$ cat src/rtl/rx_data_sampler.sv
// UART receive sampler: oversampled start/data/parity/stop framing with
// 3-sample majority voting per bit.
//
// Ports:
//   CLK           - clock, rising edge
//   RST           - synchronous active-high reset
//   RX_IN         - serial line, synchronized to CLK, idle high
//   prescale      - oversampling ratio P (8/16/32, others act as 16)
//   par_en        - frame carries a parity bit between data and stop
//   parallel_data - received byte, LSB first on the line
//   parity_bit    - sampled parity bit
//   par_check_en  - one-cycle strobe after the parity bit is decided
//   data_valid    - one-cycle strobe for a frame with a good stop bit
//   stop_error    - one-cycle strobe for a frame with a bad stop bit
//   busy          - high while a frame is being received
//
// Optional feature: define RX_START_GLITCH_FILTER_EN to drop frames whose
// start bit votes high at its decision edge.
module rx_data_sampler (
  input  logic       CLK,
  input  logic       RST,
  input  logic       RX_IN,
  input  logic [5:0] prescale,
  input  logic       par_en,
  output logic [7:0] parallel_data,
  output logic       parity_bit,
  output logic       par_check_en,
  output logic       data_valid,
  output logic       stop_error,
  output logic       busy
);

  typedef enum logic [2:0] {
    IDLE,
    START,
    DATA,
    PARITY,
    STOP
  } state_t;

  state_t     state;
  logic [5:0] edge_cnt;
  logic [2:0] bit_cnt;
  logic [5:0] p_lat;
  logic       pe_lat;
  logic [1:0] smp;
  logic [7:0] shift;

  logic [5:0] p_dec;
  logic [5:0] half;
  logic       at_s0;
  logic       at_s1;
  logic       at_dec;
  logic       at_end;
  logic       maj;
  logic [7:0] shift_nxt;

  // Illegal ratios fall back to 16.
  always_comb begin
    p_dec = 6'd16;
    unique case (1'b1)
      (prescale == 6'd8):  p_dec = 6'd8;
      (prescale == 6'd32): p_dec = 6'd32;
      default:             p_dec = 6'd16;
    endcase
  end

  // Sample points sit around mid-bit of the latched ratio.
  always_comb begin
    half   = p_lat >> 1;
    at_s0  = (edge_cnt == half - 6'd1);
    at_s1  = (edge_cnt == half);
    at_dec = (edge_cnt == half + 6'd1);
    at_end = (edge_cnt == p_lat - 6'd1);
  end

  // Third sample is the live line value at the decision edge.
  always_comb begin
    maj = (smp[0] & smp[1]) |
          (smp[0] & RX_IN)  |
          (smp[1] & RX_IN);
    shift_nxt = {maj, shift[7:1]};
  end

  always_ff @(posedge CLK) begin
    if (RST) begin
      state         <= IDLE;
      edge_cnt      <= 6'd0;
      bit_cnt       <= 3'd0;
      p_lat         <= 6'd16;
      pe_lat        <= 1'b0;
      smp           <= 2'b00;
      shift         <= 8'h00;
      parallel_data <= 8'h00;
      parity_bit    <= 1'b0;
      par_check_en  <= 1'b0;
      data_valid    <= 1'b0;
      stop_error    <= 1'b0;
      busy          <= 1'b0;
    end else begin
      par_check_en <= 1'b0;
      data_valid   <= 1'b0;
      stop_error   <= 1'b0;

      if (state == IDLE) begin
        // Config tracks the inputs only while idle, so the
        // value seen on the start cycle holds for the frame.
        p_lat    <= p_dec;
        pe_lat   <= par_en;
        edge_cnt <= 6'd0;
        if (!RX_IN) begin
          state    <= START;
          edge_cnt <= 6'd1;
          bit_cnt  <= 3'd0;
          busy     <= 1'b1;
        end
      end else begin
        edge_cnt <= at_end ? 6'd0 : edge_cnt + 6'd1;
        if (at_s0) smp[0] <= RX_IN;
        if (at_s1) smp[1] <= RX_IN;

        unique case (state)
          START: begin
`ifdef RX_START_GLITCH_FILTER_EN
            if (at_dec && maj) begin
              state    <= IDLE;
              edge_cnt <= 6'd0;
              busy     <= 1'b0;
            end else if (at_end) begin
              state <= DATA;
            end
`else
            if (at_end) state <= DATA;
`endif
          end

          DATA: begin
            if (at_dec) begin
              shift <= shift_nxt;
              if (bit_cnt == 3'd7)
                parallel_data <= shift_nxt;
            end
            if (at_end) begin
              bit_cnt <= bit_cnt + 3'd1;
              if (bit_cnt == 3'd7)
                state <= pe_lat ? PARITY : STOP;
            end
          end

          PARITY: begin
            if (at_dec) begin
              parity_bit   <= maj;
              par_check_en <= 1'b1;
            end
            if (at_end) state <= STOP;
          end

          STOP: begin
            if (at_dec) begin
              data_valid <= maj;
              stop_error <= ~maj;
            end
            if (at_end) begin
              state <= IDLE;
              busy  <= 1'b0;
            end
          end

          default: begin
            state    <= IDLE;
            edge_cnt <= 6'd0;
            busy     <= 1'b0;
          end
        endcase
      end
    end
  end

endmodule

$ cat config.mk
export PLATFORM = sky130hd
export DESIGN_NAME = rx_data_sampler
export DESIGN_NICKNAME = d
export VERILOG_FILES = /design/src/rtl/rx_data_sampler.sv
export SDC_FILE = /design/constraint.sdc
export NUM_CORES = 1
export LEC_CHECK = 0
export CORE_ASPECT_RATIO = 2
export CORE_UTILIZATION = 55
export CTS_CLUSTER_SIZE = 25
export DETAILED_ROUTE_END_ITERATION = 6
export PLACE_DENSITY_LB_ADDON = 0.15
export SETUP_SLACK_MARGIN = 0.02
export SLEW_MARGIN = 10
export SYNTH_ARGS = -nofsm -noshare
export SYNTH_HDL_FRONTEND = slang
export SYNTH_SLANG_ARGS = --single-unit
$ cat constraint.sdc
create_clock -name CLK -period 2.6 [get_ports CLK]
set_input_delay 0.52 -clock CLK [delete_from_list [all_inputs] [get_ports CLK]]
set_output_delay 0.52 -clock CLK [all_outputs]
set_load 0.01 [all_outputs]
==> impl_metrics.ini, run 1 <==
[pwr]
max_ir_drop_vdd_v = 0.000491
cellLeakagePower_uw = 0.000760
power.internal_uw = 807
switching_part_of_the_total_power_pct = 24.6
comb_power_share_pct = 8.4
power_frac_clock_pct = 36.0
netSwitchingPower_uw = 263
sequentialPowerShare_pct = 55.6
power-per-cell-area_mw_per_mm2 = 482

[sta]
report.final.slew_viol_count = 0
final.setup_skew_ps = 8.74
setup_violations = 0
fin_tns_setup_ps = 0
timing.fmax_ghz = 0.448
relative_max_transition_margin_pct = 48.2
post-route-period-util_pct = 85.8
worstMarginPinSlew_ps = 771
setup_ws_ps = 369
timing.final.hold_violations = 0
finalWorstPathRequiredPeriod_ps = 2230
setup_repair_after_global_routing_missed_its_margin = false

[route]
antenna_left = 0
routed_wl_um = 4120
via_count = 1688
firstDrtPassIters = 6
route.detailed.wl_per_inst_um = 15.2
dr.first_iter.drc_count = 43
route.detailed.drc = 1
vias_per_cell = 6.23

[critical_path]
timing.critical_path.from_type = register
sum_of_buffers_and_inverters_on_the_critical_path = 2
critical_path_peak_fanout = 8
timing.critical_path.slowest_stage_cell = sky130_fd_sc_hd__dfxtp_1
cpLargestDelayFamily = flip-flops
critical_path_data_required_time_ps = 2800
worst_setup_end_kind = register
max_stage_delay_ps = 470
cp_cell_sequence = inv_1 > ha_1 > xor2_1 > nand4b_1 > buf_4 > a211o_1 > a211oi_1
worst-endpoint-arrival_ps = 2430
critical_path_type = reg2reg

[yosys]
syn_area_mm2 = 0.00196
synth_enable_flop_cells = 0
synth_cell_types = 44
synthesis.yosys.warnings = 0
synth_area_per_cell_um2 = 8.89
ys.flop_type = sky130_fd_sc_hd__dfxtp_1
synthArstFlopShare_pct = 0
seq_area_frac_synth_pct = 38.9
syn_nets = 236
synthCells = 220
yosys_register_bits = 38

[cts]
num_cts_buffers = 5
clock_insertion_delay_at_the_later_pin_of_the_skew_report_ps = 290
cts_buffer_depth = 2
tritoncts = done
cts-resized-gates = 0
clk_transition_reported_paths_ps = 80
clock_tree.root_cell = sky130_fd_sc_hd__clkbuf_8
cts.htree.levels = 2
post_cts_hold_buffer_count = 0
clock_sink_count = 38
post-cts-setup-buffer-count = 0

[final_layout]
instances_no_fill = 271
finalInstanceArea_mm2 = 0.00222
drive_above_1_share_pct = 11.7
n_antenna_cell = 0
finalNetCount = 255
area.growth.synth_to_final_pct = 13.5
postLayoutCoreUtil_pct = 65.7
fillCellCount = 287

[job]
drv_cap = 0

[placement]
dp_hpwl_um = 3120
portBuffers = 22
dpl.cell_count = 264
gpl.final_weighted_congestion = 0.869
placedInstanceArea_mm2 = 0.00214
dp_slack_ps = 394

[floorplanning]
dieWidth_um = 44.2
die_boundary_height_um = 86.4
core_mm2 = 0.00338
std_cell_rows = 30
initial_utilization_pct = 57.9
io_pins = 23
fp.dieArea_mm2 = 0.00381

[global_routing]
grt_first_pass_wirelength_um = 7180
maximum_number_of_pins_on_one_net_before_global_route_repair = 20
grt_overflow = 0
track_usage_pct = 24.5
antenna_violations_before_repair = 0
first_global_vias = 1652

[status]
status = finished, violations left
violations = DRC

[worst_hold_path]
worst_hold_path_type = reg2reg
path summary, 6_finish.rpt:
| check | startpoint | endpoint | slack (ps) | depth (start not counted) |
|---|---|---|---|---|
| setup / recovery | p_lat[3]$_SDFFE_PP0P_ | state[0]$_SDFFE_PP0P_ | 370 | 7 |
| hold / removal | parity_bit$_SDFFE_PP0P_ | parity_bit$_SDFFE_PP0P_ | 470 | 2 |
| setup reg to reg | p_lat[3]$_SDFFE_PP0P_ | state[0]$_SDFFE_PP0P_ | 370 | 7 |
| hold reg to reg | parity_bit$_SDFFE_PP0P_ | parity_bit$_SDFFE_PP0P_ | 470 | 2 |
routing by layer:
metal,track usage [%],share of wire [%],up-vias
li1,-,-,813
met1,24.9,34,816
met2,46.8,60,52
met3,3.33,3.8,7
met4,9.92,1.8,0
met5,0,0,-
layout make-up:
| cell class | count | area (um^2) | area share [%] |
|---|---|---|---|
| well taps | 32 | 40.0 | 1.80 |
| multi-input cells | 153 | 1020 | 46.1 |
| flip-flops and latches | 38 | 761 | 34.3 |
| clock buffers | 5 | 68.8 | 3.10 |
| repair buffers | 29 | 273 | 12.3 |
| inverters | 12 | 45.0 | 2.03 |
| clock inverters | 2 | 10.0 | 0.451 |
power groups by stage:
stage / Combinational [uW] / Sequential [uW] / Clock, uW
after floorplan: 56.7 / 608 / 0
after detailed placement: 90.1 / 609 / 0
after global placement: 88.3 / 608 / 0
final: 89.9 / 595 / 386
after CTS: 90.6 / 595 / 392
after global routing: 100 / 596 / 421
cells in the final DEF, fill, tap and decap left out, types with 5 or more instances in the layout:
| cell | count |
|---|---|
| sky130_fd_sc_hd__dfxtp_1 | 38 |
| sky130_fd_sc_hd__a21oi_1 | 25 |
| sky130_fd_sc_hd__clkdlybuf4s50_1 | 22 |
| sky130_fd_sc_hd__nand3_1 | 20 |
| sky130_fd_sc_hd__nor2_1 | 15 |
| sky130_fd_sc_hd__o21ai_0 | 14 |
| sky130_fd_sc_hd__inv_1 | 12 |
| sky130_fd_sc_hd__o21ai_2 | 9 |
| sky130_fd_sc_hd__xor2_1 | 8 |
| sky130_fd_sc_hd__nand2_1 | 7 |
| sky130_fd_sc_hd__buf_4 | 7 |
| sky130_fd_sc_hd__ha_1 | 6 |
| sky130_fd_sc_hd__clkbuf_8 | 5 |
flip-flops by register name, indices dropped and copies added, names as in the netlist:
register and cells:
bit_cnt 3, busy 1, state 3, p_lat 3
smp 2, par_check_en 1, pe_lat 1, edge_cnt 6
stop_error 1, data_valid 1, parallel_data 8, shift 7
parity_bit 1
synthesized netlist by cell type, types with 2 or more instances:
cell type | number | area, um^2
sky130_fd_sc_hd__xnor2_1 | 3 | 26.3
sky130_fd_sc_hd__buf_6 | 3 | 33.8
sky130_fd_sc_hd__clkbuf_1 | 6 | 22.5
sky130_fd_sc_hd__dfxtp_1 | 38 | 761
sky130_fd_sc_hd__nand4b_1 | 3 | 26.3
sky130_fd_sc_hd__nor3_1 | 4 | 20.0
sky130_fd_sc_hd__or3_1 | 2 | 12.5
sky130_fd_sc_hd__or4_1 | 4 | 30.0
sky130_fd_sc_hd__inv_1 | 12 | 45.0
sky130_fd_sc_hd__nand4_1 | 3 | 18.8
sky130_fd_sc_hd__xor2_2 | 2 | 32.5
sky130_fd_sc_hd__a31oi_1 | 2 | 12.5
sky130_fd_sc_hd__xor2_1 | 8 | 70.1
sky130_fd_sc_hd__nand2_1 | 7 | 26.3
sky130_fd_sc_hd__buf_2 | 2 | 10.0
sky130_fd_sc_hd__nand3_1 | 20 | 100
sky130_fd_sc_hd__o21ai_0 | 14 | 70.1
sky130_fd_sc_hd__a211o_1 | 2 | 17.5
sky130_fd_sc_hd__nor2b_1 | 4 | 25.0
sky130_fd_sc_hd__ha_1 | 6 | 75.1
sky130_fd_sc_hd__nand3b_1 | 4 | 30.0
sky130_fd_sc_hd__nor2_1 | 15 | 56.3
sky130_fd_sc_hd__a21oi_1 | 25 | 125
sky130_fd_sc_hd__clkdlybuf4s25_2 | 2 | 20.0
sky130_fd_sc_hd__o21ai_2 | 9 | 78.8
sky130_fd_sc_hd__a211oi_1 | 2 | 15.0
through the flow:
step                      total power [uW]  hold WS [ps]
after floorplan                        664           444
after detailed placement               699           460
after global placement                 696           457
after global routing                  1120           493
final                                 1070           467
after CTS                             1080           470
cells by family (layout without fill, tap and decap cells):
family	after synthesis	count (layout)	share of synthesized area, %
XOR/XNOR	14	14	7.74
buffers and inverters	29	48	8.82
multiplexers	1	1	0.512
adder cells (fa/ha/maj)	7	7	4.35
AO/OA/AOI/OAI	60	60	18.9
flip-flops	38	38	38.9
AND/OR/NAND/NOR	71	71	20.8
worst register-to-register path, stage by stage, from the launching register on:
cell	delay, ps
sky130_fd_sc_hd__dfxtp_1	470
sky130_fd_sc_hd__inv_1	80
sky130_fd_sc_hd__ha_1	330
sky130_fd_sc_hd__xor2_1	200
sky130_fd_sc_hd__nand4b_1	310
sky130_fd_sc_hd__buf_4	270
sky130_fd_sc_hd__a211o_1	260
sky130_fd_sc_hd__a211oi_1	210
Power figures use the tool's default switching activity.
==> run 2, diff against run 1 <==
Settings changed: CAP_MARGIN set to 20.
==> results of run 2 <==
No change in the layout: final DEF, timing and power equal those of run 1.
==> run 3, diff against run 2 <==
Settings changed: CTS_CLUSTER_SIZE 25 to not set.
==> results of run 3 <==
No change in the layout: final DEF, timing and power equal those of run 1.
